$ cat src/rtl/pipe_add_prot.sv
// Parity-protected cascaded adder pipeline with per-stage hold, valid tracking,
// sticky alarm and a soft-error injection port. Optional alarm counter: PIPE_ADD_PROT_ERR_CNT_EN.
module pipe_add_prot #(
   parameter int WIDTH   = 8,
   parameter int LAYERS  = 2,
   parameter int STAGE_W = 1,
   parameter int BIT_W   = 4
) (
   input  logic               clk,
   input  logic               rst_n,
   input  logic [WIDTH-1:0]   in_a,
   input  logic [WIDTH-1:0]   in_b,
   input  logic               in_valid,
   input  logic [LAYERS-1:0]  hold,
   output logic [WIDTH-1:0]   sum,
   output logic [WIDTH-1:0]   out_b,
   output logic               out_valid,
   output logic [LAYERS-1:0]  err_stage,
   output logic               alarm,
   output logic               alarm_sticky,
   input  logic               alarm_clr,
   input  logic               inj_en,
   input  logic [STAGE_W-1:0] inj_stage,
   input  logic [BIT_W-1:0]   inj_bit,
   output logic [7:0]         err_count
);

   logic [WIDTH-1:0]   s_q     [LAYERS];
   logic [WIDTH-1:0]   b_q     [LAYERS];
   logic [WIDTH-1:0]   src_a   [LAYERS];
   logic [WIDTH-1:0]   src_b   [LAYERS];
   logic [WIDTH-1:0]   clean_s [LAYERS];
   logic [WIDTH-1:0]   clean_b [LAYERS];
   logic [WIDTH-1:0]   nxt_s   [LAYERS];
   logic [WIDTH-1:0]   nxt_b   [LAYERS];
   logic [2*WIDTH-1:0] inj_mask [LAYERS];
   logic [LAYERS-1:0]  v_q, ps_q, pb_q;
   logic [LAYERS-1:0]  src_v, nxt_v, nxt_ps, nxt_pb;
   logic [LAYERS-1:0]  consume;

   always_comb begin
      src_a[0] = in_a;
      src_b[0] = in_b;
      src_v[0] = in_valid;
      for (int k = 1; k < LAYERS; k++) begin
         src_a[k] = s_q[k-1];
         src_b[k] = b_q[k-1];
         src_v[k] = v_q[k-1];
      end
   end

   // Parity always covers the clean value; the injected flip lands only on the data.
   always_comb begin
      for (int k = 0; k < LAYERS; k++) begin
         inj_mask[k] = '0;
         if (inj_en && (inj_stage == STAGE_W'(k)))
            inj_mask[k] = {{(2*WIDTH-1){1'b0}}, 1'b1} << inj_bit;
         clean_s[k]   = hold[k] ? s_q[k] : src_a[k] + src_b[k];
         clean_b[k]   = hold[k] ? b_q[k] : src_b[k];
         nxt_ps[k]    = hold[k] ? ps_q[k] : ^clean_s[k];
         nxt_pb[k]    = hold[k] ? pb_q[k] : ^clean_b[k];
         nxt_v[k]     = hold[k] ? v_q[k]  : src_v[k];
         nxt_s[k]     = clean_s[k] ^ inj_mask[k][WIDTH-1:0];
         nxt_b[k]     = clean_b[k] ^ inj_mask[k][2*WIDTH-1:WIDTH];
         err_stage[k] = (^s_q[k] ^ ps_q[k]) | (^b_q[k] ^ pb_q[k]);
      end
   end

   always_ff @(posedge clk or negedge rst_n) begin
      if (!rst_n) begin
         for (int k = 0; k < LAYERS; k++) begin
            s_q[k] <= '0;
            b_q[k] <= '0;
         end
         v_q  <= '0;
         ps_q <= '0;
         pb_q <= '0;
      end else begin
         for (int k = 0; k < LAYERS; k++) begin
            s_q[k] <= nxt_s[k];
            b_q[k] <= nxt_b[k];
         end
         v_q  <= nxt_v;
         ps_q <= nxt_ps;
         pb_q <= nxt_pb;
      end
   end

   // A stage only counts as consumed when its successor is loading; the last stage always is.
   assign consume = ~(hold >> 1);
   assign alarm   = |(err_stage & consume);

   always_ff @(posedge clk or negedge rst_n) begin
      if (!rst_n)
         alarm_sticky <= 1'b0;
      else if (alarm)
         alarm_sticky <= 1'b1;
      else if (alarm_clr)
         alarm_sticky <= 1'b0;
   end

`ifdef PIPE_ADD_PROT_ERR_CNT_EN
   always_ff @(posedge clk or negedge rst_n) begin
      if (!rst_n)
         err_count <= 8'd0;
      else if (alarm_clr)
         err_count <= alarm ? 8'd1 : 8'd0;
      else if (alarm && (err_count != 8'hFF))
         err_count <= err_count + 8'd1;
   end
`else
   assign err_count = 8'd0;
`endif

   assign sum       = s_q[LAYERS-1];
   assign out_b     = b_q[LAYERS-1];
   assign out_valid = v_q[LAYERS-1];

endmodule

$ cat config.mk
export PLATFORM = sky130hd
export DESIGN_NAME = pipe_add_prot
export DESIGN_NICKNAME = d
export VERILOG_FILES = /design/src/rtl/pipe_add_prot.sv
export SDC_FILE = /design/constraint.sdc
export NUM_CORES = 1
export LEC_CHECK = 0
export ABC_AREA = 0
export BUFFER_PORTS_ARGS = -buffer_cell sky130_fd_sc_hd__buf_4
export CAP_MARGIN = 25
export CORE_UTILIZATION = 60
export DETAILED_ROUTE_END_ITERATION = 7
export PLACE_DENSITY = 0.85
export RECOVER_POWER = 50
export SYNTH_ARGS = -nofsm -noshare
export SYNTH_HDL_FRONTEND = slang
export SYNTH_SLANG_ARGS = --single-unit
export TNS_END_PERCENT = 5
$ cat constraint.sdc
create_clock -name clk -period 4 [get_ports clk]
set_input_delay 1.2 -clock clk [delete_from_list [all_inputs] [get_ports clk]]
set_output_delay 1.2 -clock clk [all_outputs]
set_load 0.02 [all_outputs]
==> impl_metrics.tcl <==
set metrics [dict create \
    max_freq_mhz 295.6 \
    place_hpwl_um 5455 \
    port_buffers 48 \
    path_clk_slew_ns 0.08 \
    track_usage 0.2674 \
    die_height_um 75.28 \
    rsz0062_at_grt "no" \
    cp_common_cell "xnor2_1" \
    initial_core_util 0.6268 \
    totalPowerFinal_mw 2.337 \
    synth_top_area_share 0.3029 \
    io_pins 57 \
    grt_pass1_vias 2357 \
    synth-seq-cells 39 \
    numCtsBuffers 5 \
    synth.area.top_cells "dfrtp_1 30%, xnor2_1 14%, xor2_1 9.5%, mux2i_1 7.5%, buf_4 5.6%" \
    avgRoutedWirePerCell_um 15.91 \
    cts_max_path_buffers 2 \
    critPathCaptureType "flop" \
    tightest_slew_ns 2.181 \
    core_mm2 0.005140 \
    vias 2402 \
    slowest_delay_ns 0.41 \
    yosysUniqueCellTypes 39 \
    clk_latency_ns 0.30 \
    synth_cells 333 \
    clock-sinks 39 \
    p_leak_nw 1.536 \
    detail_route.first_pass.iterations 4 \
    drive_gt1_frac 0.1813 \
    arrival_ns 3.57 \
    ctsHoldBuffers 0 \
    dieArea_mm2 0.005667 \
    area_growth_pct 10.33 \
    cp-start-kind "primary input" \
    hp-class "reg2reg" \
    h-tree-depth 2 \
    nets 407 \
    violations "max-capacitance violations, max-slew violations" \
    period_needed_ns 3.383 \
    peakVddDrop_mv 0.7807 \
    multi_input_area_mm2 0.002031 \
    timing.max_cap.violations 1 \
    skew_ns 0.005321 \
    cts_root_buf "clkbuf_8" \
    setup_viol 0 \
    finalHoldViolCount 0 \
    relSlewSlack -0.4542 \
    synth_area_mm2 0.003222 \
    critPathKind "in2reg" \
    diodes 0 \
    synthFlopType "dfrtp_1" \
    seq_area_um2 975.9 \
    synth.top_cells.by_count "52 x xnor2_1, 39 x dfrtp_1, 35 x xor2_1" \
    ys_warn_count 0 \
    grt_pass1_wl_um 11150 \
    timing.final.crit_share 0.8457 \
    postCtsSetupBuffers 0 \
    synthArstFlopShare 1.000 \
    antenna_found_initial 0 \
    place.gp.congestion 0.8796 \
    status "finished with violations" \
    post_cts_resized 0 \
    ant_nets 0 \
    seq_area_frac_synth 0.3029 \
    crit_required_ns 4.19 \
    grt_max_degree 40 \
    synth_area_leader_cell "dfrtp_1" \
    viasPerCell 5.535 \
    drtIter0Drc 152 \
    wl_um 6904 \
    syn_area_per_cell_um2 9.675 \
    cts_tree "built" \
    fin_setup_tns_ns 0 \
    row_count 26 \
    critPathSlowestCell "fa_1" \
    drcViolationCount 0 \
    die_w_um 75.28 \
    overflow 0 \
    synth_edf_count 0 \
    path_cells "buf_4 -> ha_1 -> fa_1 -> a21oi_1 -> or4_1 -> nand3_1 -> xnor2_1 -> xnor3_1 -> xnor2_1 -> mux2_4" \
    crit_family "XOR/XNOR gates" \
    slew_violations 40 \
    cp_num_buf_inv 1 \
    fill_cells 433 \
    synth.most_common_cell "xnor2_1" \
    power.density_mw_per_mm2 657.5 \
    critPathMaxFanout 4 \
]
==> path summary, 6_finish.rpt <==
path / end / start / slack (ns) / cells past startpoint
max reg2reg: ps_q[1] / b_q[8] / 1.21 / 9
min reg2reg: alarm_sticky / alarm_sticky / 0.48 / 1
max in group asynchronous: s_q[9] / rst_n / 1.22 / 1
min in group asynchronous: s_q[12] / rst_n / 1.54 / 1
min: alarm_sticky / alarm_sticky / 0.48 / 1
max: ps_q[0] / in_a[0] / 0.62 / 10
==> state kept, by name (all words and copies together) (netlist names) <==
signal,flops
b_q,8
out_b,8
s_q,8
sum,8
pb_q,2
ps_q,2
v_q,2
alarm_sticky,1
==> routing by layer <==
layer | GRT usage | wire [um]
met5 | 0 | 0
met4 | 0.1049 | 198
met3 | 0.04552 | 260
met2 | 0.4683 | 3516
met1 | 0.3272 | 2928
==> layout make-up <==
type	count	share of cell area
clock buffer	7	0.02147
tap	70	0.02464
inverter	7	0.007392
clock inverter	1	0.001408
timing repair buffer	48	0.09926
multi-input combinational	262	0.5713
sequential	39	0.2746
==> stage by stage <==
stage          instances  hold slack (ns)  utilization  setup WS, ns  cell area [um2]
2_1_floorplan        340           0.4750            -        0.6714             3248
3_3_place_gp         426           0.4626       0.6772        0.4962             3481
3_5_place_dp         426           0.4719       0.6772        0.3118             3481
4_1_cts              434           0.4885       0.6930        0.6369             3562
5_1_grt              434           0.5220       0.6916        0.5207             3555
6_report             434           0.4840       0.6916        0.6174             3555
==> cell usage in the layout, fill, tap and decap left out, types with 5 or more instances in the layout <==
cell / n
a21oi_1: 11
buf_4: 46
clkbuf_8: 5
conb_1: 8
dfrtp_1: 39
ha_1: 14
inv_1: 6
mux2_2: 5
mux2i_1: 24
nand2_1: 24
nand3_1: 12
nor2_1: 18
nor3_1: 8
xnor2_1: 52
xor2_1: 35
==> logic make-up (layout without fill, tap and decap cells) <==
logic type,Yosys count,in the layout,synth area share
xor+xnor,89,89,0.2505
compound gates,33,33,0.07145
fa+ha+maj,16,16,0.06680
mux,31,31,0.1014
buf+inv,39,63,0.07495
flops,39,39,0.3029
simple gates,85,85,0.1309
other cells,1,8,0.001164
==> power by group <==
group	leakage [nW]	total, mW	internal, mW	switching [mW]
Clock	0.0422	0.261	0.122	0.138
Combinational	1.04	1.47	0.745	0.721
Sequential	0.454	0.611	0.501	0.110
Total	1.54	2.34	1.37	0.969
No activity file was read; power rests on OpenSTA's default activity.
